### src/rtl/flag_unit_if.sv
// EX-stage to flag unit bundle: ALU result/status and branch request in,
// registered NZCV, zero-detect and branch decision out.
interface flag_unit_if;
  logic [63:0] alu_result;
  logic        alu_carry;
  logic        alu_overflow;
  logic        set_flags;
  logic        stall;
  logic [63:0] cbz_value;
  logic [1:0]  br_type;
  logic        flag_n;
  logic        flag_z;
  logic        flag_c;
  logic        flag_v;
  logic        ex_zero;
  logic        branch_taken;

  modport master (
    output alu_result, alu_carry, alu_overflow, set_flags, stall, cbz_value, br_type,
    input  flag_n, flag_z, flag_c, flag_v, ex_zero, branch_taken
  );

  modport slave (
    input  alu_result, alu_carry, alu_overflow, set_flags, stall, cbz_value, br_type,
    output flag_n, flag_z, flag_c, flag_v, ex_zero, branch_taken
  );
endinterface

### src/rtl/flag_unit.sv
// NZCV flag register with EX->branch forwarding, zero detection via 64-bit
// AND-reduction of inverted operands, and branch-taken resolution.
module and_reduce64 (
  input  logic [63:0] din,
  output logic        all_ones
);
  assign all_ones = &din;
endmodule

module flag_unit #(
  parameter int WIDTH = 64  // only 64 is valid: the zero-detect instances are fixed width
) (
  input  logic      clk,
  input  logic      reset,
  flag_unit_if.slave bus
);
  typedef enum logic [1:0] {
    BR_NONE   = 2'b00,
    BR_LT     = 2'b01,
    BR_CBZ    = 2'b10,
    BR_ALWAYS = 2'b11
  } br_e;

  typedef struct packed {
    logic n;
    logic z;
    logic c;
    logic v;
  } nzcv_t;

  nzcv_t       flags_q;
  logic [63:0] alu_inv;
  logic [63:0] cbz_inv;
  logic        ex_zero;
  logic        cbz_zero;
  logic        write_en;
  logic        eff_n;
  logic        eff_v;
  logic        branch_taken;

  assign alu_inv = ~bus.alu_result;
  assign cbz_inv = ~bus.cbz_value;

  and_reduce64 u_ex_zero  (.din(alu_inv), .all_ones(ex_zero));
  and_reduce64 u_cbz_zero (.din(cbz_inv), .all_ones(cbz_zero));

  // A stalled flag-setting instruction neither writes nor forwards.
  assign write_en = bus.set_flags & ~bus.stall;

  // NOTE: sequential state uses non-blocking assignments so every register
  // samples pre-edge values regardless of process ordering.
  always_ff @(posedge clk or posedge reset) begin
    if (reset) begin
      flags_q <= '0;
    end else if (write_en) begin
      flags_q <= '{n: bus.alu_result[WIDTH-1], z: ex_zero,
                   c: bus.alu_carry,           v: bus.alu_overflow};
    end
  end

  assign eff_n = write_en ? bus.alu_result[WIDTH-1] : flags_q.n;
  assign eff_v = write_en ? bus.alu_overflow        : flags_q.v;

  // NOTE: default assignment first so no path through the case infers a latch.
  always_comb begin
    branch_taken = 1'b0;
    case (br_e'(bus.br_type))
      BR_NONE:   branch_taken = 1'b0;
      BR_LT:     branch_taken = eff_n ^ eff_v;
      BR_CBZ:    branch_taken = cbz_zero;
      BR_ALWAYS: branch_taken = 1'b1;
      default:   branch_taken = 1'b0;
    endcase
  end

  assign bus.flag_n       = flags_q.n;
  assign bus.flag_z       = flags_q.z;
  assign bus.flag_c       = flags_q.c;
  assign bus.flag_v       = flags_q.v;
  assign bus.ex_zero      = ex_zero;
  assign bus.branch_taken = branch_taken;
endmodule

### src/flat_wrapper.sv
// flat-port wrapper written by rule: the top's interface ports become plain ports
module flag_unit_flat 
#(
  parameter int WIDTH = 64                                                                
)
  (clk, reset, bus_alu_result, bus_alu_carry, bus_alu_overflow, bus_set_flags, bus_stall, bus_cbz_value, bus_br_type, bus_flag_n, bus_flag_z, bus_flag_c, bus_flag_v, bus_ex_zero, bus_branch_taken);
  flag_unit_if bus_i ();
  input  logic clk;
  input  logic reset;
  input wire logic [$bits(bus_i.alu_result)-1:0] bus_alu_result;
  input wire logic [$bits(bus_i.alu_carry)-1:0] bus_alu_carry;
  input wire logic [$bits(bus_i.alu_overflow)-1:0] bus_alu_overflow;
  input wire logic [$bits(bus_i.set_flags)-1:0] bus_set_flags;
  input wire logic [$bits(bus_i.stall)-1:0] bus_stall;
  input wire logic [$bits(bus_i.cbz_value)-1:0] bus_cbz_value;
  input wire logic [$bits(bus_i.br_type)-1:0] bus_br_type;
  output wire logic [$bits(bus_i.flag_n)-1:0] bus_flag_n;
  output wire logic [$bits(bus_i.flag_z)-1:0] bus_flag_z;
  output wire logic [$bits(bus_i.flag_c)-1:0] bus_flag_c;
  output wire logic [$bits(bus_i.flag_v)-1:0] bus_flag_v;
  output wire logic [$bits(bus_i.ex_zero)-1:0] bus_ex_zero;
  output wire logic [$bits(bus_i.branch_taken)-1:0] bus_branch_taken;
  assign bus_i.alu_result = bus_alu_result;
  assign bus_i.alu_carry = bus_alu_carry;
  assign bus_i.alu_overflow = bus_alu_overflow;
  assign bus_i.set_flags = bus_set_flags;
  assign bus_i.stall = bus_stall;
  assign bus_i.cbz_value = bus_cbz_value;
  assign bus_i.br_type = bus_br_type;
  assign bus_flag_n = bus_i.flag_n;
  assign bus_flag_z = bus_i.flag_z;
  assign bus_flag_c = bus_i.flag_c;
  assign bus_flag_v = bus_i.flag_v;
  assign bus_ex_zero = bus_i.ex_zero;
  assign bus_branch_taken = bus_i.branch_taken;
  flag_unit #(.WIDTH(WIDTH)) u_core (.clk(clk), .reset(reset), .bus(bus_i));
endmodule
### config.mk
export PLATFORM = sky130hd
export DESIGN_NAME = flag_unit_flat
export DESIGN_NICKNAME = d
export VERILOG_FILES = /design/src/rtl/flag_unit_if.sv /design/src/rtl/flag_unit.sv /design/src/flat_wrapper.sv
export SDC_FILE = /design/constraint.sdc
export NUM_CORES = 1
export LEC_CHECK = 0
export CAP_MARGIN = 0
export CORE_UTILIZATION = 24
export CTS_CLUSTER_DIAMETER = 40
export DETAILED_ROUTE_END_ITERATION = 12
export PLACE_DENSITY = 0.82
export REMOVE_ABC_BUFFERS = 1
export SLEW_MARGIN = 0
export SYNTH_ARGS = -nofsm -noshare
export SYNTH_HDL_FRONTEND = slang
export SYNTH_HIERARCHICAL = 1
export SYNTH_SLANG_ARGS = --single-unit
### constraint.sdc
create_clock -name clk -period 1.2 [get_ports clk]
set_input_delay 0.18 -clock clk [delete_from_list [all_inputs] [get_ports clk]]
set_output_delay 0.18 -clock clk [all_outputs]
set_load 0.02 [all_outputs]
==> results.py, run 1 <==
metrics = {
    "floorplan": {
        "rows": 22,
        "die-width_um": 66.0,
        "floorplan.io_pins": 142,
        "initial_core_util_pct": 25.9,
        "coreArea_um2": 3800,
        "dieHeight_um": 66.0,
        "dieArea_um2": 4350,
    },
    "timing": {
        "finalSetupViolations": 2,
        "fin_skew_ns": 0,
        "setup_ws_ns": -0.447,
        "drv_slew": 0,
        "grt_setup_unrepaired": "true",
        "slew_headroom_pct": 80.2,
        "layout_min_cycle_time_ns": 1.65,
        "setup_tns_ns": -0.527,
        "tightest_slew_ns": 0.295,
        "period_share_pct": 137,
        "hold_viol": 0,
        "max_freq_mhz": 607,
    },
    "layout": {
        "final_layout_size_suffix_gt1_share_pct": 39.8,
        "diodes": 0,
        "area_growth_pct": 119,
        "mostFrequentLayoutCells": "122 x inv_1, 56 x buf_2, 33 x clkbuf_2",
        "final_common_cell": "inv_1",
        "fin_nets": 477,
        "fin_cells": 387,
    },
    "grt": {
        "antenna_found_initial": 0,
        "grt_use_total_pct": 18.5,
        "grt_overflow": 0,
        "grt_pass1_wl_um": 6220,
        "grt_max_degree": 6,
        "grt_pass1_vias": 1489,
    },
    "setup_path": {
        "cp-endpoint": "bus_branch_taken",
        "cp-start-kind": "primary input",
        "worstPathRequired_ns": 1.02,
        "cp-startpoint": "bus_cbz_value[41]",
        "r2r_slack_ns": 0.32,
        "worst_r2r_endpoint": "u_core/bus.flag_v",
        "path_class": "primary input to output pin",
        "critPathArrivalTime_ns": 1.47,
        "ff2ff_path_depth": 2,
        "path_max_fanout": 1,
        "slowest_delay_ns": 0.36,
        "cp_cell_sequence": "buf_6 > inv_2 > nand4_1 > nor4_2 > and4_1 > a21oi_2 > a311oi_2 > buf_4",
        "crit_slowest_cell": "nor4_2",
        "endpoint_kind": "output pin",
        "rr_startpoint": "u_core/bus.flag_v",
    },
    "cts": {
        "clockRootBuffer": "clkbuf_8",
        "clockBufferDepth": 2,
        "insertion_delay_ns": 0.21,
        "htreeDepth": 1,
        "clk_pin_slew_ns": 0.03,
        "cts_tree": "done",
        "cts_made_buffers": 3,
        "hold_buffers": 0,
        "cts_num_sinks": 4,
    },
    "yosys": {
        "synthDistinctLibCells": 15,
        "synth_compound_area_share_pct": 2.55,
        "synth_cells": 188,
        "syn-cell-area_um2": 982,
        "ys.warnings.count": 6,
        "synth_top_family_by_area": "buffers and inverters",
        "synth_seq_cells": 4,
        "synth-simple-area-share_pct": 30.1,
        "synth-adder-area-share_pct": 0,
        "synth_area_per_cell_um2": 5.22,
        "synth_xor_area_share_pct": 1.78,
        "ys_seq_area_share_pct": 10.2,
        "synthMuxAreaShare_pct": 4.59,
    },
    "detailed_routing": {
        "routed_via_density": 4.11,
        "ant_nets": 0,
        "avgRoutedWirePerCell_um": 10.9,
        "dr.pass1.iters": 4,
        "num_vias": 1590,
        "drt_iter0_drc": 25,
        "wl_um": 4200,
        "drc": 0,
    },
    "job": {
        "cap_violations": 0,
    },
    "power": {
        "vdd_drop_max_v": 0.000407,
        "leakage_nw": 1.48,
        "p_per_area_nw_per_um2": 445,
    },
    "placed_design": {
        "dpl.hpwl_um": 3720,
        "numPortBuffers": 141,
        "dp.cells": 383,
        "gp_congestion": 0.733,
    },
    "outcome": {
        "status": "complete, but fails checks",
        "failed_checks": "negative setup slack",
    },
    "min_path": {
        "hp-class": "primary input to async pin",
    },
}
==> cells in the mapped netlist <==
library cell / n / area [um^2]
nand2b_4: 1 / 13.8
and4_1: 2 / 17.5
inv_1: 130 / 488
dfrtp_1: 4 / 100
nand2_1: 1 / 3.75
o21ai_0: 1 / 5.00
xnor2_1: 1 / 8.76
nor3_2: 1 / 10.0
nand4_1: 32 / 200
xor2_1: 1 / 8.76
nor4_1: 8 / 50.1
buf_6: 1 / 11.3
a311oi_2: 1 / 15.0
a21oi_1: 1 / 5.00
mux2_4: 3 / 45.0
==> timing repair <==
action,4_1_cts,5_1_grt
pin swaps,44,22
endpoints found under the setup margin,7,3
endpoints found under the hold margin,0,0
setup buffers,2,0
resized for setup,343,54
==> metrics by stage <==
step                      setup slack, ns  power (W)  hold slack [ns]  utilization (%)  cell area (um^2)
after floorplan                    -0.157   0.000326          -0.0539                -               971
after global routing               -0.514    0.00104            0.179             56.5              2150
after global placement              -1.17   0.000833            0.371             65.7              2490
after detailed placement            -1.30   0.000845            0.384             65.7              2490
after CTS                          -0.490   0.000992            0.154             60.0              2280
final                              -0.447   0.000956            0.153             56.5              2150
==> registers in the layout (all words and copies together) (netlist names) <==
name,flops
u_core/bus.flag_c,1
u_core/bus.flag_n,1
u_core/bus.flag_z,1
u_core/bus.flag_v,1
==> power breakdown <==
group	internal [W]	switching, W	total [W]
clock network	0.000213	0.0000637	0.000277
logic	0.000325	0.000195	0.000521
registers	0.000150	0.00000865	0.000159
==> routing by layer <==
layer | global-route usage, % | wire length, um | up-vias
met3 | 5.17 | 557 | 4
met5 | 0 | 0 | -
met1 | 19.7 | 1640 | 657
li1 | - | - | 829
met4 | 6.12 | 31 | 0
met2 | 34.6 | 1980 | 100
==> final cells by class <==
type / count / area [um^2]
Clock buffer: 3 / 41.3
Tap cell: 48 / 60.1
Multi-Input combinational cell: 53 / 424
Inverter: 130 / 488
Fill cell: 398 / 1650
Timing Repair Buffer: 149 / 1030
Sequential cell: 4 / 100
==> critical path: cells and delay by family <==
family | cells | cell delay [ns]
AOI/OAI and AO/OA | 2 | 0.25
and+or+nand+nor | 3 | 0.73
buffers and inverters | 3 | 0.30
==> worst min-delay path by stage <==
stage / startpoint / end / depth (start not counted)
floorplan: reset / u_core/bus.flag_c / 1
global placement: reset / u_core/bus.flag_c / 2
detailed placement: reset / u_core/bus.flag_v / 2
CTS: reset / u_core/bus.flag_v / 2
global route: reset / u_core/bus.flag_v / 2
finish: reset / u_core/bus.flag_v / 2
==> logic make-up (layout without fill, tap and decap cells) <==
logic type,after synthesis,in the layout
compound gates,3,3
xor+xnor,2,2
buf+inv,131,282
flops,4,4
mux,3,3
simple gates,45,45
Note: power is estimated with default switching activity, not from simulation.
==> inputs of run 2 (changes only) <==
CORE_UTILIZATION = 26   (was 24)
PLACE_DENSITY = 0.88   (was 0.82)
clock period = 1.9 ns   (was 1.2 ns; I/O delays follow)
==> run 2 against run 1 <==
  * The flow now finishes without violations
  * Total power down 32%
  * First-iteration DRC count shrank 4.0%
  * Routed wire length grew 2.2%
  * Sequential share of layout area down 0.50 points
  * Highest routed layer unchanged
  * Die area down 7.5%
  * Global-route usage rose by 1.7 points
  * Clock power is 36% lower
  * Flip-flop and latch count stayed put
  * Register-to-register slack gained 0.81 ns
  * Via count shrank 0.31%
==> results.py, run 2 (synthesis results as in run 1) <==
metrics = {
    "setup_path": {
        "path_delay_family": "simple AND/OR/NAND/NOR gates",
        "worst-path-stages": 8,
        "ff2ff_path_depth": 1,
        "r2r_slack_ns": 1.13,
        "endpoint_kind": "output pin",
        "path_max_fanout": 1,
        "crit_buf_inv": 3,
        "slowest_delay_ns": 0.36,
        "path_class": "primary input to output pin",
        "cp_cell_sequence": "clkbuf_2 > inv_1 > nand4_1 > nor4_2 > and4_1 > a21oi_2 > a311oi_2 > buf_4",
        "critPathArrivalTime_ns": 1.58,
        "crit_slowest_cell": "nor4_2",
        "worstPathRequired_ns": 1.62,
        "cp-start-kind": "primary input",
    },
    "min_path": {
        "hp-class": "primary input to async pin",
    },
    "timing": {
        "grt_setup_unrepaired": "true",
        "drv_slew": 0,
        "slew_headroom_pct": 80.4,
        "fin_skew_ns": 0,
        "finalSetupViolations": 0,
        "max_freq_mhz": 537,
        "layout_min_cycle_time_ns": 1.86,
        "period_share_pct": 98.1,
        "hold_viol": 0,
        "tightest_slew_ns": 0.292,
        "setup_tns_ns": 0,
    },
    "placed_design": {
        "numPortBuffers": 141,
        "place_area_um2": 2460,
        "dpl.hpwl_um": 3790,
        "gp_congestion": 0.787,
    },
    "floorplan": {
        "dieHeight_um": 63.5,
        "floorplan.io_pins": 142,
        "rows": 21,
        "die-width_um": 63.5,
        "coreArea_um2": 3470,
        "initial_core_util_pct": 28.3,
        "dieArea_um2": 4030,
    },
    "layout": {
        "nFillCells": 328,
        "diodes": 0,
        "fin_nets": 472,
        "area_growth_pct": 145,
        "seq_area_um2": 100,
        "final_layout_size_suffix_gt1_share_pct": 18.0,
        "mostFrequentLayoutCells": "124 x inv_1, 66 x clkdlybuf4s50_1, 32 x nand4_1",
        "multiInputGateArea_um2": 424,
        "final_util_pct": 69.3,
        "final_common_cell": "inv_1",
        "design_area_um2": 2400,
    },
    "job": {
        "cap_violations": 0,
    },
    "grt": {
        "grt_overflow": 0,
        "grt_use_total_pct": 20.2,
        "antenna_found_initial": 0,
        "grt_pass1_wl_um": 6420,
        "grt_pass1_vias": 1519,
        "grt_max_degree": 6,
    },
    "power": {
        "p_per_area_nw_per_um2": 271,
        "vdd_drop_max_v": 0.000145,
        "leakage_nw": 1.53,
    },
    "detailed_routing": {
        "wl_um": 4300,
        "drt_iter0_drc": 24,
        "dr.pass1.iters": 4,
        "ant_nets": 0,
        "num_vias": 1585,
        "drc": 0,
        "routed_via_density": 4.17,
        "avgRoutedWirePerCell_um": 11.3,
    },
    "cts": {
        "cts_tree": "done",
        "postCtsSetupBuffers": 0,
        "htreeDepth": 1,
        "cts_num_sinks": 4,
        "hold_buffers": 0,
        "clockRootBuffer": "clkbuf_8",
        "clk_pin_slew_ns": 0.03,
        "insertion_delay_ns": 0.21,
        "cts_made_buffers": 3,
        "clockBufferDepth": 2,
    },
    "outcome": {
        "status": "completed",
    },
}
## run 2: worst paths after layout
kind / endpoint / from
max: bus_branch_taken / bus_cbz_value[51]
min: u_core/bus.flag_n / reset
max reg2reg: u_core/bus.flag_v / u_core/bus.flag_v
min reg2reg: u_core/bus.flag_z / u_core/bus.flag_z
max in group asynchronous: u_core/bus.flag_c / reset
min in group clk: u_core/bus.flag_n / bus_alu_result[63]
## run 2: through the flow
step	total power, W	setup WS, ns	hold WS [ns]	std cells
6_report	0.000650	0.0361	0.261	380
5_1_grt	0.000687	-0.0346	0.285	380
4_1_cts	0.000661	-0.0192	0.262	380
3_5_place_dp	0.000524	-0.733	0.488	377
3_3_place_gp	0.000514	-0.695	0.476	377
2_1_floorplan	0.000206	0.333	0.0511	187
## run 2: cell type report
cell class / count / area share (%)
well taps: 46 / 2.39
repair buffers: 144 / 53.8
flip-flops and latches: 4 / 4.16
clock buffers: 3 / 1.72
multi-input cells: 53 / 17.6
inverters: 130 / 20.3
## run 2: what timing repair did
| action | 4_1_cts | 5_1_grt |
|---|---|---|
| gates resized for setup | 114 | 66 |
| pin swaps | 24 | 26 |
| endpoints found under the setup margin | 2 | 2 |
## run 2: metal layers
metal | GRT usage [%] | wire length, um | part of all wire [%]
met2 | 40.2 | 2160 | 50
met1 | 20.5 | 1580 | 37
met5 | 0 | 0 | 0
met3 | 3.99 | 426 | 9.9
met4 | 6.53 | 127 | 3.0
## run 2: report_power, final
| part | leakage (nW) | internal [W] | switching, W |
|---|---|---|---|
| logic | 1.46 | 0.000253 | 0.000120 |
| clock network | 0.0216 | 0.000135 | 0.0000408 |
| registers | 0.0498 | 0.0000949 | 0.00000703 |
==> inputs of run 3 (changes only) <==
--- a/config.mk
+++ b/config.mk
@@ -7,4 +7,5 @@
 export LEC_CHECK = 0
 export CAP_MARGIN = 0
+export CORE_MARGIN = 5
 export CORE_UTILIZATION = 26
 export CTS_CLUSTER_DIAMETER = 40
==> constraint.sdc (replaced) <==
create_clock -name clk -period 1.9 [get_ports clk]
set_input_delay 0.38 -clock clk [delete_from_list [all_inputs] [get_ports clk]]
set_output_delay 0.38 -clock clk [all_outputs]
set_load 0.02 [all_outputs]
==> run 3 against run 2 <==
  * Critical path type unchanged
  * Non-clock buffer count is 10 higher
  * Utilization is 3.4 points lower
  * Register-to-register slack barely moved
  * Routed wire length increased by 3.9%
  * Clock-buffer cell count unchanged
  * Sequential share of layout area about the same
  * The flow now finishes with violations (negative setup slack)
  * Worst setup slack lost 0.15 ns
  * Combinational power is 4% lower
==> results.py, run 3 (synthesis results as in run 1) <==
metrics = {
    "grt": {
        "grt_pass1_wl_um": 6910,
        "grt_use_total_pct": 16.9,
        "grt_overflow": 0,
        "grt_max_degree": 6,
        "grt_pass1_vias": 1694,
        "antenna_found_initial": 0,
    },
    "layout": {
        "mostFrequentLayoutCells": "125 x inv_1, 50 x dlygate4sd2_1, 32 x nand4_1",
        "diodes": 0,
        "final_common_cell": "inv_1",
        "area_growth_pct": 146,
        "design_area_um2": 2410,
        "final_layout_size_suffix_gt1_share_pct": 21.5,
        "fin_cells": 392,
        "fin_nets": 482,
        "nFillCells": 349,
    },
    "placed_design": {
        "dp.cells": 381,
        "place_area_um2": 2480,
        "dpl.hpwl_um": 4100,
        "numPortBuffers": 141,
        "gp_congestion": 0.894,
    },
    "power": {
        "p_per_area_nw_per_um2": 260,
        "vdd_drop_max_v": 0.000144,
        "totalPowerFinal_w": 0.000628,
        "leakage_nw": 1.60,
    },
    "timing": {
        "max_freq_mhz": 497,
        "slew_headroom_pct": 81.0,
        "layout_min_cycle_time_ns": 2.01,
        "hold_viol": 0,
        "tightest_slew_ns": 0.283,
        "period_share_pct": 106,
        "setup_tns_ns": -0.111,
        "setup_ws_ns": -0.111,
        "drv_slew": 0,
        "finalSetupViolations": 1,
        "fin_skew_ns": 0,
        "grt_setup_unrepaired": "true",
    },
    "cts": {
        "hold_buffers": 0,
        "cts_num_sinks": 4,
        "clk_pin_slew_ns": 0.03,
        "clockRootBuffer": "clkbuf_8",
        "insertion_delay_ns": 0.21,
        "clockBufferDepth": 2,
        "cts_made_buffers": 3,
        "cts_tree": "done",
        "htreeDepth": 1,
    },
    "setup_path": {
        "path_delay_family": "simple AND/OR/NAND/NOR gates",
        "critPathArrivalTime_ns": 1.63,
        "cp-start-kind": "primary input",
        "endpoint_kind": "output pin",
        "path_class": "primary input to output pin",
        "cp_cell_sequence": "buf_2 > inv_1 > nand4_1 > nor4_2 > and4_1 > a21oi_2 > a311oi_2 > buf_4",
        "crit_buf_inv": 3,
        "path_max_fanout": 1,
        "crit_slowest_cell": "nor4_2",
        "worstPathRequired_ns": 1.52,
        "slowest_delay_ns": 0.35,
    },
    "floorplan": {
        "rows": 22,
        "floorplan.io_pins": 142,
        "initial_core_util_pct": 26.8,
        "die-width_um": 71.5,
        "dieArea_um2": 5110,
        "coreArea_um2": 3660,
        "dieHeight_um": 71.5,
    },
    "detailed_routing": {
        "ant_nets": 0,
        "avgRoutedWirePerCell_um": 11.4,
        "dr.pass1.iters": 4,
        "routed_via_density": 4.13,
        "wl_um": 4460,
        "drc": 0,
        "num_vias": 1617,
        "drt_iter0_drc": 29,
    },
    "outcome": {
        "failed_checks": "negative setup slack",
        "status": "complete, but fails checks",
    },
    "min_path": {
        "hp-class": "primary input to async pin",
    },
    "job": {
        "cap_violations": 0,
    },
}
[run 3: changes by cell type in the layout (fill, tap and decap cells not counted), moves of 10 or more]
cell	change
clkdlybuf4s15_1	+17
buf_4	+10
buf_2	+15
clkbuf_2	-12
dlygate4sd2_1	+32
clkdlybuf4s50_1	-51
[run 3: where the power goes]
part | total, W | internal [W] | switching [W]
Sequential | 0.000101 | 0.0000949 | 0.00000625
Clock | 0.000171 | 0.000134 | 0.0000362
Combinational | 0.000357 | 0.000234 | 0.000122
Total | 0.000628 | 0.000464 | 0.000165
[run 3: metrics by stage]
stage	utilization (%)	hold WS (ns)	setup slack (ns)
after floorplan	-	0.146	0.143
after global placement	67.7	0.496	-0.946
after CTS	66.6	0.362	-0.144
final	65.9	0.357	-0.111
after global routing	65.9	0.381	-0.196
after detailed placement	67.7	0.496	-0.937
[run 3: area by class of cell]
cell class | instances | area [um^2] | area share (%)
repair buffers | 154 | 1310 | 54.1
inverters | 130 | 488 | 20.2
multi-input cells | 53 | 418 | 17.3
flip-flops and latches | 4 | 100 | 4.15
well taps | 48 | 60.1 | 2.49
clock buffers | 3 | 41.3 | 1.71
[run 3: timing repair]
action / CTS / global route
setup buffers: 8 / 0
resized for setup: 220 / 41
endpoints found under the setup margin: 2 / 2
pin swaps: 43 / 25
cloned: 0 / 0
[run 3: path summary, 6_finish.rpt]
kind / slack (ns) / cells after the start / endpoint / from
max in group asynchronous: 1.39 / 2 / u_core/bus.flag_n / reset
min in group clk: 0.50 / 1 / u_core/bus.flag_c / u_core/bus.flag_c
max: -0.11 / 8 / bus_branch_taken / bus_cbz_value[44]
max reg2reg: 1.12 / 1 / u_core/bus.flag_v / u_core/bus.flag_v
min: 0.36 / 2 / u_core/bus.flag_c / reset
min reg2reg: 0.50 / 1 / u_core/bus.flag_c / u_core/bus.flag_c
[run 3: layer usage]
| layer | part of all wire [%] | global-route usage [%] |
|---|---|---|
| met5 | 0 | 0 |
| met3 | 15 | 7.01 |
| met2 | 49 | 32.6 |
| met1 | 34 | 16.2 |
| met4 | 1.8 | 5.01 |
